$ cat src/rtl/ex_forward_ctrl.sv
// EX-stage operand forwarding and load-use hazard controller with an EX/MEM/WB shadow pipeline.
// Optional performance counters are built when HAZ_PERF_CNT_EN is defined.
module ex_forward_ctrl (
  input  logic        clk,
  input  logic        reset_n,
  input  logic        id_valid,
  input  logic [4:0]  id_rs,
  input  logic [4:0]  id_rt,
  input  logic        id_uses_rs,
  input  logic        id_uses_rt,
  input  logic [4:0]  id_dest,
  input  logic        id_reg_write,
  input  logic        id_mem_read,
  input  logic        flush,
  output logic [1:0]  fwd_a_sel,
  output logic [1:0]  fwd_b_sel,
  output logic        stall,
  output logic [31:0] stall_count,
  output logic [31:0] fwd_count,
  output logic [23:0] shadow_state
);

  // Handshake: decode presents an instruction with id_valid; it is accepted into EX
  // on an edge where stall and flush are both low, otherwise EX receives a bubble.

  typedef struct packed {
    logic       valid;
    logic       reg_write;
    logic       mem_read;
    logic [4:0] dest;
  } stage_t;

  localparam logic [1:0] SEL_RF  = 2'd0;
  localparam logic [1:0] SEL_EX  = 2'd1;
  localparam logic [1:0] SEL_MEM = 2'd2;

  stage_t     ex_q, mem_q, wb_q;
  stage_t     ex_d;
  logic       raw;
  logic       advance;
  logic [1:0] sel_a_d, sel_b_d;

  function automatic logic stage_hits(input stage_t s, input logic [4:0] r);
    return s.valid && s.reg_write && (s.dest == r) && (r != 5'd0);
  endfunction

  function automatic logic [1:0] pick_sel(input stage_t ex_s, input stage_t mem_s,
                                          input logic [4:0] r, input logic uses);
    logic [1:0] sel;
    sel = SEL_RF;
    if (uses && stage_hits(ex_s, r))       sel = SEL_EX;
    else if (uses && stage_hits(mem_s, r)) sel = SEL_MEM;
    return sel;
  endfunction

  always_comb begin
    raw = id_valid && ex_q.valid && ex_q.mem_read && (ex_q.dest != 5'd0) &&
          ((id_uses_rs && (ex_q.dest == id_rs)) || (id_uses_rt && (ex_q.dest == id_rt)));
    // A squashed instruction never waits on a load.
    stall   = raw && !flush;
    advance = id_valid && !stall && !flush;
  end

  always_comb begin
    ex_d    = '0;
    sel_a_d = SEL_RF;
    sel_b_d = SEL_RF;
    if (advance) begin
      ex_d.valid     = 1'b1;
      ex_d.reg_write = id_reg_write;
      ex_d.mem_read  = id_mem_read;
      ex_d.dest      = id_dest;
      sel_a_d        = pick_sel(ex_q, mem_q, id_rs, id_uses_rs);
      sel_b_d        = pick_sel(ex_q, mem_q, id_rt, id_uses_rt);
    end
  end

  always_ff @(posedge clk or negedge reset_n) begin
    if (!reset_n) begin
      ex_q      <= '0;
      mem_q     <= '0;
      wb_q      <= '0;
      fwd_a_sel <= SEL_RF;
      fwd_b_sel <= SEL_RF;
    end else begin
      wb_q      <= mem_q;
      mem_q     <= ex_q;
      ex_q      <= ex_d;
      fwd_a_sel <= sel_a_d;
      fwd_b_sel <= sel_b_d;
    end
  end

  assign shadow_state = {wb_q, mem_q, ex_q};

`ifdef HAZ_PERF_CNT_EN
  logic [31:0] fwd_inc;

  always_comb begin
    fwd_inc = 32'd0;
    if (sel_a_d != SEL_RF) fwd_inc = fwd_inc + 32'd1;
    if (sel_b_d != SEL_RF) fwd_inc = fwd_inc + 32'd1;
  end

  always_ff @(posedge clk or negedge reset_n) begin
    if (!reset_n) begin
      stall_count <= 32'd0;
      fwd_count   <= 32'd0;
    end else begin
      if (stall) stall_count <= stall_count + 32'd1;
      fwd_count <= fwd_count + fwd_inc;
    end
  end
`else
  assign stall_count = 32'd0;
  assign fwd_count   = 32'd0;
`endif

endmodule

$ cat config.mk
export PLATFORM = sky130hd
export DESIGN_NAME = ex_forward_ctrl
export DESIGN_NICKNAME = d
export VERILOG_FILES = /design/src/rtl/ex_forward_ctrl.sv
export SDC_FILE = /design/constraint.sdc
export NUM_CORES = 1
export LEC_CHECK = 0
export ABC_AREA = 1
export CORE_ASPECT_RATIO = 1.75
export CORE_MARGIN = 1
export CORE_UTILIZATION = 25
export DETAILED_ROUTE_END_ITERATION = 8
export SYNTH_ARGS = -nofsm -noshare
export SYNTH_HDL_FRONTEND = slang
export SYNTH_SLANG_ARGS = --single-unit
$ cat constraint.sdc
create_clock -name clk -period 3.11 [get_ports clk]
set_clock_uncertainty 0.05 [all_clocks]
set_input_delay 0.622 -clock clk [delete_from_list [all_inputs] [get_ports clk]]
set_output_delay 0.622 -clock clk [all_outputs]
set_load 0.05 [all_outputs]
# Word level (Yosys, flattened, before mapping)
# Index checks and enable logic that the tools add are counted.
[totals]
output_inout_bits = 93
input_bits = 23
wordCells = 54
reg_bits = 28
[op_classes]
mux = 7
eq_ne = 4
n_reduce_logical = 29
[op_table]
columns = ["op", "n"]
rows = [
  ["1-bit logical AND", 23],
  ["5-bit == test", 4],
  ["5-bit nonzero test", 3],
  ["2-bit two-way mux", 6],
  ["8-bit two-way mux", 1],
  ["1-bit zero test", 2],
  ["1-bit logical OR", 1],
]

# Logic depth before layout (Yosys ltp)
# Gate-level depths: netlist of the first run.
[logic_depth]
ltp_word = 9
ltp_mapped = 10
mapped_depth_nobuf = 9

# Least setup slack after synthesis of the first run
# No wires, ideal clock.
[synth_timing]
path_kind = "reg-to-output"
startpoint = "register ex_q (netlist bit shadow_state[2])"
endpoint = "output port stall"
arrival_ns = 1.531
n_path_buf = 0
required_ns = 2.438
path_stages_with_launch = 9
setup_slack_ns = 0.907
path_cell_list = "dfrtp_1 > inv_1 > nand2_1 > nand2_1 > nor2_1 > nand3_2 > nand2_1 > nand2_2 > inv_1"
[synth_via]
elab_chain_len = 5
elab_cells_between_ends = 9
classes_between = "eq/ne (2); reduce/logical (7)"
[synth_lines]
columns = ["element", "line", "rtl"]
rows = [
  ["from (decl)", "37", "stage_t ex_q, mem_q, wb_q;"],
  ["from (signal assigned)", "80", "ex_q <= '0;"],
  ["from (signal assigned)", "88", "ex_q <= ex_d;"],
  ["5-bit == test", "58", "((id_uses_rs && (ex_q.dest == id_rs)) || (id_uses_rt && (ex_q.dest == id_rt)));"],
  ["1-bit logical AND", "58", ""],
  ["1-bit logical OR", "58", ""],
  ["1-bit logical AND *", "57", "raw = id_valid && ex_q.valid && ex_q.mem_read && (ex_q.dest != 5'd0) &&"],
  ["1-bit logical AND *", "60", "stall = raw && !flush;"],
  ["to (decl)", "17", "output logic stall,"],
]
# Mark *: on every way between the ends. The rest lies on a longest branch, timed or not.

# Worst setup path in the final report of the first run
[layout_timing]
startpoint = "input port id_rs[2]"
endpoint = "output port stall"
[layout_via]
elab_chain_len = 5
[layout_lines]
columns = ["element", "line", "rtl"]
rows = [
  ["from (decl)", "7", "input logic [4:0] id_rs,"],
  ["5-bit == test", "58", ""],
  ["1-bit logical AND", "58", ""],
  ["1-bit logical OR", "58", ""],
  ["1-bit logical AND", "57", ""],
  ["1-bit logical AND", "60", ""],
]
# Every way passes these cells.

==> impl_summary.md, run 1 <==
Timing
The transition time at the pin with the least slew margin is 0.527 ns. The worst hold slack is 0.325 ns. The maximum clock frequency is 373 MHz. Setup repair after global routing left no endpoint under its margin. Headroom to the max-slew limit came out at 0.647.

The setup-violating endpoint count in the final report is 0. The final count of hold timing violations was 0. The number of pins with negative max-slew slack in the final report came to 0.

The summed negative setup slack over all endpoints is 0 ns. Dividing the final minimum period by the clock period gives 0.862. The worst path needs 2.68 ns of the cycle, external delays included.

Clocking
After clock tree synthesis, the repair step resized 0 gates. The number of hold buffers added after CTS is 0. The later-pin clock latency in the skew report is 0.27 ns. The clock-pin slew of the registers on the worst-case setup and hold paths is 0.06 ns. The master cell of the clock root buffer is sky130_fd_sc_hd__clkbuf_16. Buffers added to address setup during post-CTS repair amount to 0.

The maximum clock path buffer count is 2. In this run the number of H-tree levels came out at 1. For this design, the sink count on the clock tree is 28.

The TritonCTS clock tree is done. The number of clock buffers added by TritonCTS is 3.

Power
The share of total power dissipated in the clock network is 0.309. The worst-case IR drop observed on VDD is 0.194 mV. The part of the total power dissipated in combinational logic is 0.314. The switching share of power is 0.384.

The internal power consumption is 0.000636 W. Dividing total power by cell area gives a power density of 471 mW/mm². The sequential share of power is 0.377. The leakage power is 1.16 nW. The analysis attributes to net switching a power of 0.000397 W.

Layout
The fraction of layout instances using a drive strength above 1 is 0.0443. The net total in the final layout is 295. Leaving out fill and tap cells, the most frequent cells in the layout are sky130_fd_sc_hd__conb_1 (64), sky130_fd_sc_hd__clkdlybuf4s50_1 (50), sky130_fd_sc_hd__nand2_1 (41), sky130_fd_sc_hd__nor2_1 (28), sky130_fd_sc_hd__dfrtp_1 (28). Counting the fill cells in the layout gives 731. The core utilization of the finished layout is 0.333. 0 antenna diodes ended up in the layout.

The library cell used most frequently in the layout, excluding fill and tap cells, is sky130_fd_sc_hd__conb_1. The area added between synthesis and finish is 26.8%.

Routing
The number of vias per cell is 3.74. The first TritonRoute pass finished after 4 iterations. Summing over every cut layer, the via total after detailed routing is 1321. The average wire length per cell after detail routing is 11.3 µm.

In this run the remaining antenna-violating nets after routing total 0. The first routing iteration left 57 violations. The final layout contains routed wiring with a total length of 3980 µm. For this run, design rule violations remaining after detail routing come to 0.

Worst setup path
The highest fanout seen on the critical path is 3. The setup path with the least slack is of type input pin to primary output. The worst setup path is launched from an input pin.

The element type at the critical path end is a primary output. The arrival time of the worst setup path is 2.01 ns. The required time at the worst-slack endpoint is 2.44 ns.

Logic synthesis
For this run, the number of Yosys warnings is 0. Counting distinct cell types in the post-synthesis netlist gives 20. Of the synthesized area, sequential elements account for 0.405. The average cell area after synthesis is 7.97 µm². The synthesized instance count is 217. After synthesis the netlist holds a flip-flop and latch count of 28. After synthesis the cells add up to 0.00173 mm².

Floorplanning
The width of the chip is 64.9 µm. In this run the standard cell core region covers 0.00659 mm². The die is 112 µm tall. The die area is 0.00727 mm². The number of placement rows is 39. For this configuration, the core starts out at a cell density of 0.262. For this design the top-level I/O count stands at 116.

Place
Input and output buffers added on the ports amount to 51. Routability-driven placement finished with a final weighted congestion of 0.932. Once detailed placement completed, the half-perimeter wirelength came to 3320 µm.

Outcome
The flow ran to the end, and the final reports show no timing, DRC or antenna violations.

Global routing
Entering global routing, the biggest net connects 29 pins. After global routing the overflow that remains totals 0. The via count of the first global-routing pass is 1230. The first global-routing pass estimated 5830 µm of wire.

Across every metal layer, demand over resource in global routing totals 0.110. The initial antenna violation count was 0.

Hold path
The worst min-delay path category is register to register.

Job
The max-capacitance violation count is 0.
synthesized netlist by cell type (all sizes together):
| master | count | share of area |
|---|---|---|
| buf | 65 | 0.28 |
| nand2 | 43 | 0.096 |
| nor2 | 29 | 0.064 |
| dfrtp | 28 | 0.41 |
| inv | 28 | 0.061 |
| nand3 | 5 | 0.017 |
| nand4 | 5 | 0.018 |
| o21ai | 4 | 0.012 |
| xnor2 | 4 | 0.020 |
| or2 | 2 | 0.0072 |
| a21oi | 1 | 0.0029 |
| conb | 1 | 0.0022 |
| nand3b | 1 | 0.0043 |
| xor2 | 1 | 0.0051 |
worst paths after layout:
kind / from / slack, ns / to / cells past startpoint
max: id_rs[2] / 0.43 / stall / 10
min: shadow_state[13]$_DFF_PN0_ / 0.32 / shadow_state[21]$_DFF_PN0_ / 0
max reg2reg: shadow_state[0]$_DFF_PN0_ / 1.60 / shadow_state[5]$_DFF_PN0_ / 8
min reg2reg: shadow_state[13]$_DFF_PN0_ / 0.32 / shadow_state[21]$_DFF_PN0_ / 0
max in group asynchronous: reset_n / 2.06 / fwd_a_sel[1]$_DFF_PN0_ / 2
min in group asynchronous: reset_n / 0.69 / shadow_state[22]$_DFF_PN0_ / 2
registers in the layout, indices dropped and copies added, names as in the netlist:
name          flops
fwd_a_sel         2
fwd_b_sel         2
shadow_state     24
power groups by stage:
stage          logic [W]  clock network [W]  registers [W]
6_report        0.000325           0.000319       0.000389
3_5_place_dp    0.000325                  0       0.000396
2_1_floorplan   0.000268                  0       0.000437
5_1_grt         0.000340           0.000337       0.000390
4_1_cts         0.000325           0.000327       0.000389
3_3_place_gp    0.000325                  0       0.000396
per-layer routing:
layer  track usage  wire length (µm)  vias up
met5             0                 0        -
met4        0.0741               181        0
met3        0.0152               344       16
met2         0.216              2190      101
met1        0.0963              1260      577
li1              -                 -      627
per-stage QoR:
stage | total power (W) | cell area, µm² | instances | setup WS [ns]
floorplan | 0.000705 | 1970 | 280 | 0.907
global placement | 0.000721 | 2100 | 349 | 0.437
detailed placement | 0.000721 | 2100 | 349 | 0.436
CTS | 0.00104 | 2190 | 353 | 0.425
global route | 0.00107 | 2190 | 353 | 0.271
finish | 0.00103 | 2190 | 353 | 0.429
kinds of logic after synthesis:
group / Yosys count / synth area share
compound gates: 5 / 0.0145
other cells: 1 / 0.00217
xor+xnor: 5 / 0.0253
buf+inv: 93 / 0.345
simple gates: 85 / 0.208
flops: 28 / 0.405
critical path, cell delays in order:
cell and delay [ns]:
sky130_fd_sc_hd__clkdlybuf4s50_1 0.52, sky130_fd_sc_hd__inv_1 0.09, sky130_fd_sc_hd__nand2_1 0.06, sky130_fd_sc_hd__nand2_1 0.05, sky130_fd_sc_hd__nor2_1 0.16, sky130_fd_sc_hd__nand3_2 0.11, sky130_fd_sc_hd__nand2_1 0.09, sky130_fd_sc_hd__nand2_2 0.06
sky130_fd_sc_hd__inv_1 0.10, sky130_fd_sc_hd__buf_12 0.14
cell type report:
type / instances / area, µm² / area share
Sequential cell: 28 / 701 / 0.319
Clock buffer: 4 / 88.8 / 0.0405
Timing Repair Buffer: 52 / 528 / 0.241
Multi-Input combinational cell: 159 / 668 / 0.305
Inverter: 28 / 105 / 0.0479
Tap cell: 82 / 103 / 0.0468
(Power assumes the default switching activity.)
==> run 2: changes to the inputs <==
- CTS_CLUSTER_DIAMETER: not set -> 60
- PLACE_DENSITY_LB_ADDON: not set -> 0.12
==> impl_summary.md, run 2 (synthesized netlist as in run 1, its figures left out) <==
Floorplanning
The placeable core region is 0.00659 mm² (unchanged). The die area came to 0.00727 mm² (unchanged). The chip height was 112 µm (unchanged).

The total I/O pin count is 116 (unchanged). The number of placement rows is 39 (unchanged). The width of the chip is 64.9 µm (unchanged). The starting density of the core is 0.262 (unchanged).

Clocking
The number of buffers created by CTS is 3 (unchanged). The later-pin clock latency in the skew report came to 0.26 ns (about the same). CTS placed an instance of sky130_fd_sc_hd__clkbuf_16 at the clock tree root.

The maximum clock path buffer count is 2 (unchanged). The number of cells upsized or downsized after cts is 0 (unchanged). TritonCTS built the clock tree. The number of hold buffers added after CTS is 0 (unchanged). The number of sinks driven by the clock tree came to 28 (unchanged). The number of setup buffers added after CTS is 0 (unchanged). The clock-pin slew of the registers on the worst-case setup and hold paths was 0.07 ns (about the same).

The count of H-tree levels built during CTS is 1 (unchanged).

Timing
The maximum clock frequency is 376 MHz (+0.91%). The post-layout minimum cycle time is 2.66 ns (-0.0241 ns). Setup repair after global routing left no endpoint under its margin.

The setup-violating endpoint count in the final report is 0 (unchanged). The portion of the clock cycle consumed by the worst path in the final layout was 0.854 (-0.00775). The summed negative setup slack over all endpoints was 0 ns (unchanged).

The transition time at the pin with the least slew margin is 0.536 ns (+0.00838 ns). The number of pins with negative max-slew slack in the final report is 0 (unchanged). The post-layout worst setup margin is 0.453 ns (+0.0241 ns). The final count of hold timing violations is 0 (unchanged). The worst slew margin relative to its limit came to 0.642 (-0.00561).

Layout
The area added between synthesis and finish is 26.8% (unchanged). The count of antenna diodes in the layout came to 0 (unchanged). The core utilization of the finished layout came to 0.333 (unchanged). In the layout the commonest cells are sky130_fd_sc_hd__conb_1 (64), sky130_fd_sc_hd__clkdlybuf4s50_1 (50), sky130_fd_sc_hd__nand2_1 (41), sky130_fd_sc_hd__nor2_1 (28), sky130_fd_sc_hd__dfrtp_1 (28). The number of flip-flops under the largest register name is 24 (unchanged). The net total in the final layout was 295 (unchanged). The fraction of layout instances using a drive strength above 1 is 0.0443 (unchanged).

The most common library cell in the layout ignoring fill and taps is sky130_fd_sc_hd__conb_1.

Power
The sequential share of power was 0.378 (about the same). The power density relative to cell area is 468 mW/mm² (-0.49%). The part of the total power dissipated in combinational logic is 0.316 (+0.002). The internal power consumption came to 0.000635 W (about the same). The clock share of power is 0.307 (-0.002).

The worst-case vdd ir drop is 0.192 mV (-0.94%). The switching share of power came to 0.382 (-0.00242). The net switching power of the design is 0.000392 W (-1.1%).

The leakage power is 1.16 nW (unchanged).

Global routing
The overall track demand over capacity in global routing is 0.107 (-0.00268). The sum of overflow across all layers after global routing is 0 (unchanged). The first-pass GRT wire length is 5840 µm (+0.12%). The initial antenna violation count is 0 (unchanged). The maximum number of pins on one net before global-route repair is 29 (unchanged).

The via count of the first global-routing pass came to 1148 (-6.7%).

Worst setup path
The highest fanout seen on the critical path is 3 (unchanged). The required time at the worst-slack endpoint is 2.44 ns (about the same). The arrival time of the worst setup path came to 1.99 ns (-0.02 ns). By instance count, the cell type seen most on the critical path is sky130_fd_sc_hd__nand2_1.

The buffering stage count on the worst path with inverters included came to 4 (unchanged). The count of cell instances traversed by the critical path is 10 (unchanged). The cell family with the largest share of critical-path delay is buffers and inverters. STA classifies the critical path startpoint as an input pin. The path depth of the worst reg2reg path is 9 (+1). The library cell contributing the largest single delay on the critical path is sky130_fd_sc_hd__clkdlybuf4s50_1. STA classifies the critical path endpoint as a primary output. The delay of the slowest cell on the worst path is 0.52 ns (about the same). The start-to-end type of the worst setup path is input pin to primary output.

Walking the worst path, the cells encountered are clkdlybuf4s50_1, inv_1, nand2_1, nand2_1, nor2_1, nand3_1, nand2_1, nand2_2, inv_1, buf_12.

Routing
The number of remaining DRC errors is 0 (unchanged). The detailed-routing iteration count for the pre-antenna-repair pass is 4 (unchanged). The antenna violation net count after detailed routing is 0 (unchanged). The average wire length per cell after detail routing was 11.1 µm (-1.8%). The routed via count is 1286 (-2.6%). The initial DRC count is 55 (-3.5%). The sum of routed wire length over all layers is 3910 µm (-1.8%).

The number of vias per cell is 3.64 (-2.6%).

Place
The post-placement worst setup slack came to 0.438 ns (+0.00149 ns). The number of buffer cells added on primary ports is 51 (unchanged). The final HPWL from detailed placement came to 3280 µm (-1.2%). The weighted congestion at the end of routability-driven global placement is 0.850 (-8.7%).

Hold path
The tightest min-delay check is of the register to register type. The hold-critical path depth was 0 (unchanged).

Outcome
The run finished with clean final reports.

Job
The max-capacitance violation count came to 0 (unchanged).
[run 2: cell counts in the layout (fill, tap and decap cells not counted)]
Identical to the previous run, type by type.
[run 2: worst paths after layout]
kind,startpoint,to,slack (ns)
max in group asynchronous,reset_n,shadow_state[8]$_DFF_PN0_,2.05
min in group asynchronous,reset_n,shadow_state[13]$_DFF_PN0_,0.69
max reg2reg,shadow_state[4]$_DFF_PN0_,fwd_a_sel[1]$_DFF_PN0_,1.63
max,id_rt[3],stall,0.45
min reg2reg,shadow_state[13]$_DFF_PN0_,shadow_state[21]$_DFF_PN0_,0.33
min,shadow_state[13]$_DFF_PN0_,shadow_state[21]$_DFF_PN0_,0.33
[run 2: power by group through the flow]
stage | clock (W) | sequential, W | combinational, W
3_5_place_dp | 0 | 0.000396 | 0.000324
5_1_grt | 0.000342 | 0.000390 | 0.000339
6_report | 0.000315 | 0.000388 | 0.000324
2_1_floorplan | 0 | 0.000437 | 0.000268
4_1_cts | 0.000331 | 0.000389 | 0.000325
3_3_place_gp | 0 | 0.000396 | 0.000325
[run 2: metrics by stage]
step                cells  cell area (µm²)  hold WS, ns  power (W)
floorplan             280             1970        0.276   0.000705
detailed placement    349             2100        0.314   0.000720
global route          353             2190        0.348    0.00107
CTS                   353             2190        0.330    0.00104
finish                353             2190        0.328    0.00103
global placement      349             2100        0.309   0.000721
[run 2: area by class of cell]
class | instances | area, µm²
Fill cell | 739 | 4390
Sequential cell | 28 | 701
Multi-Input combinational cell | 159 | 668
Timing Repair Buffer | 52 | 528
Clock buffer | 4 | 88.8
Tap cell | 82 | 103
Inverter | 28 | 105
[run 2: metal layers]
layer  vias up  GRT usage  share of wire
li1        625          -              -
met1       588      0.110           0.34
met2        71      0.212           0.59
met3         2     0.0122          0.060
met4         0     0.0356          0.010
met5         -          0              0
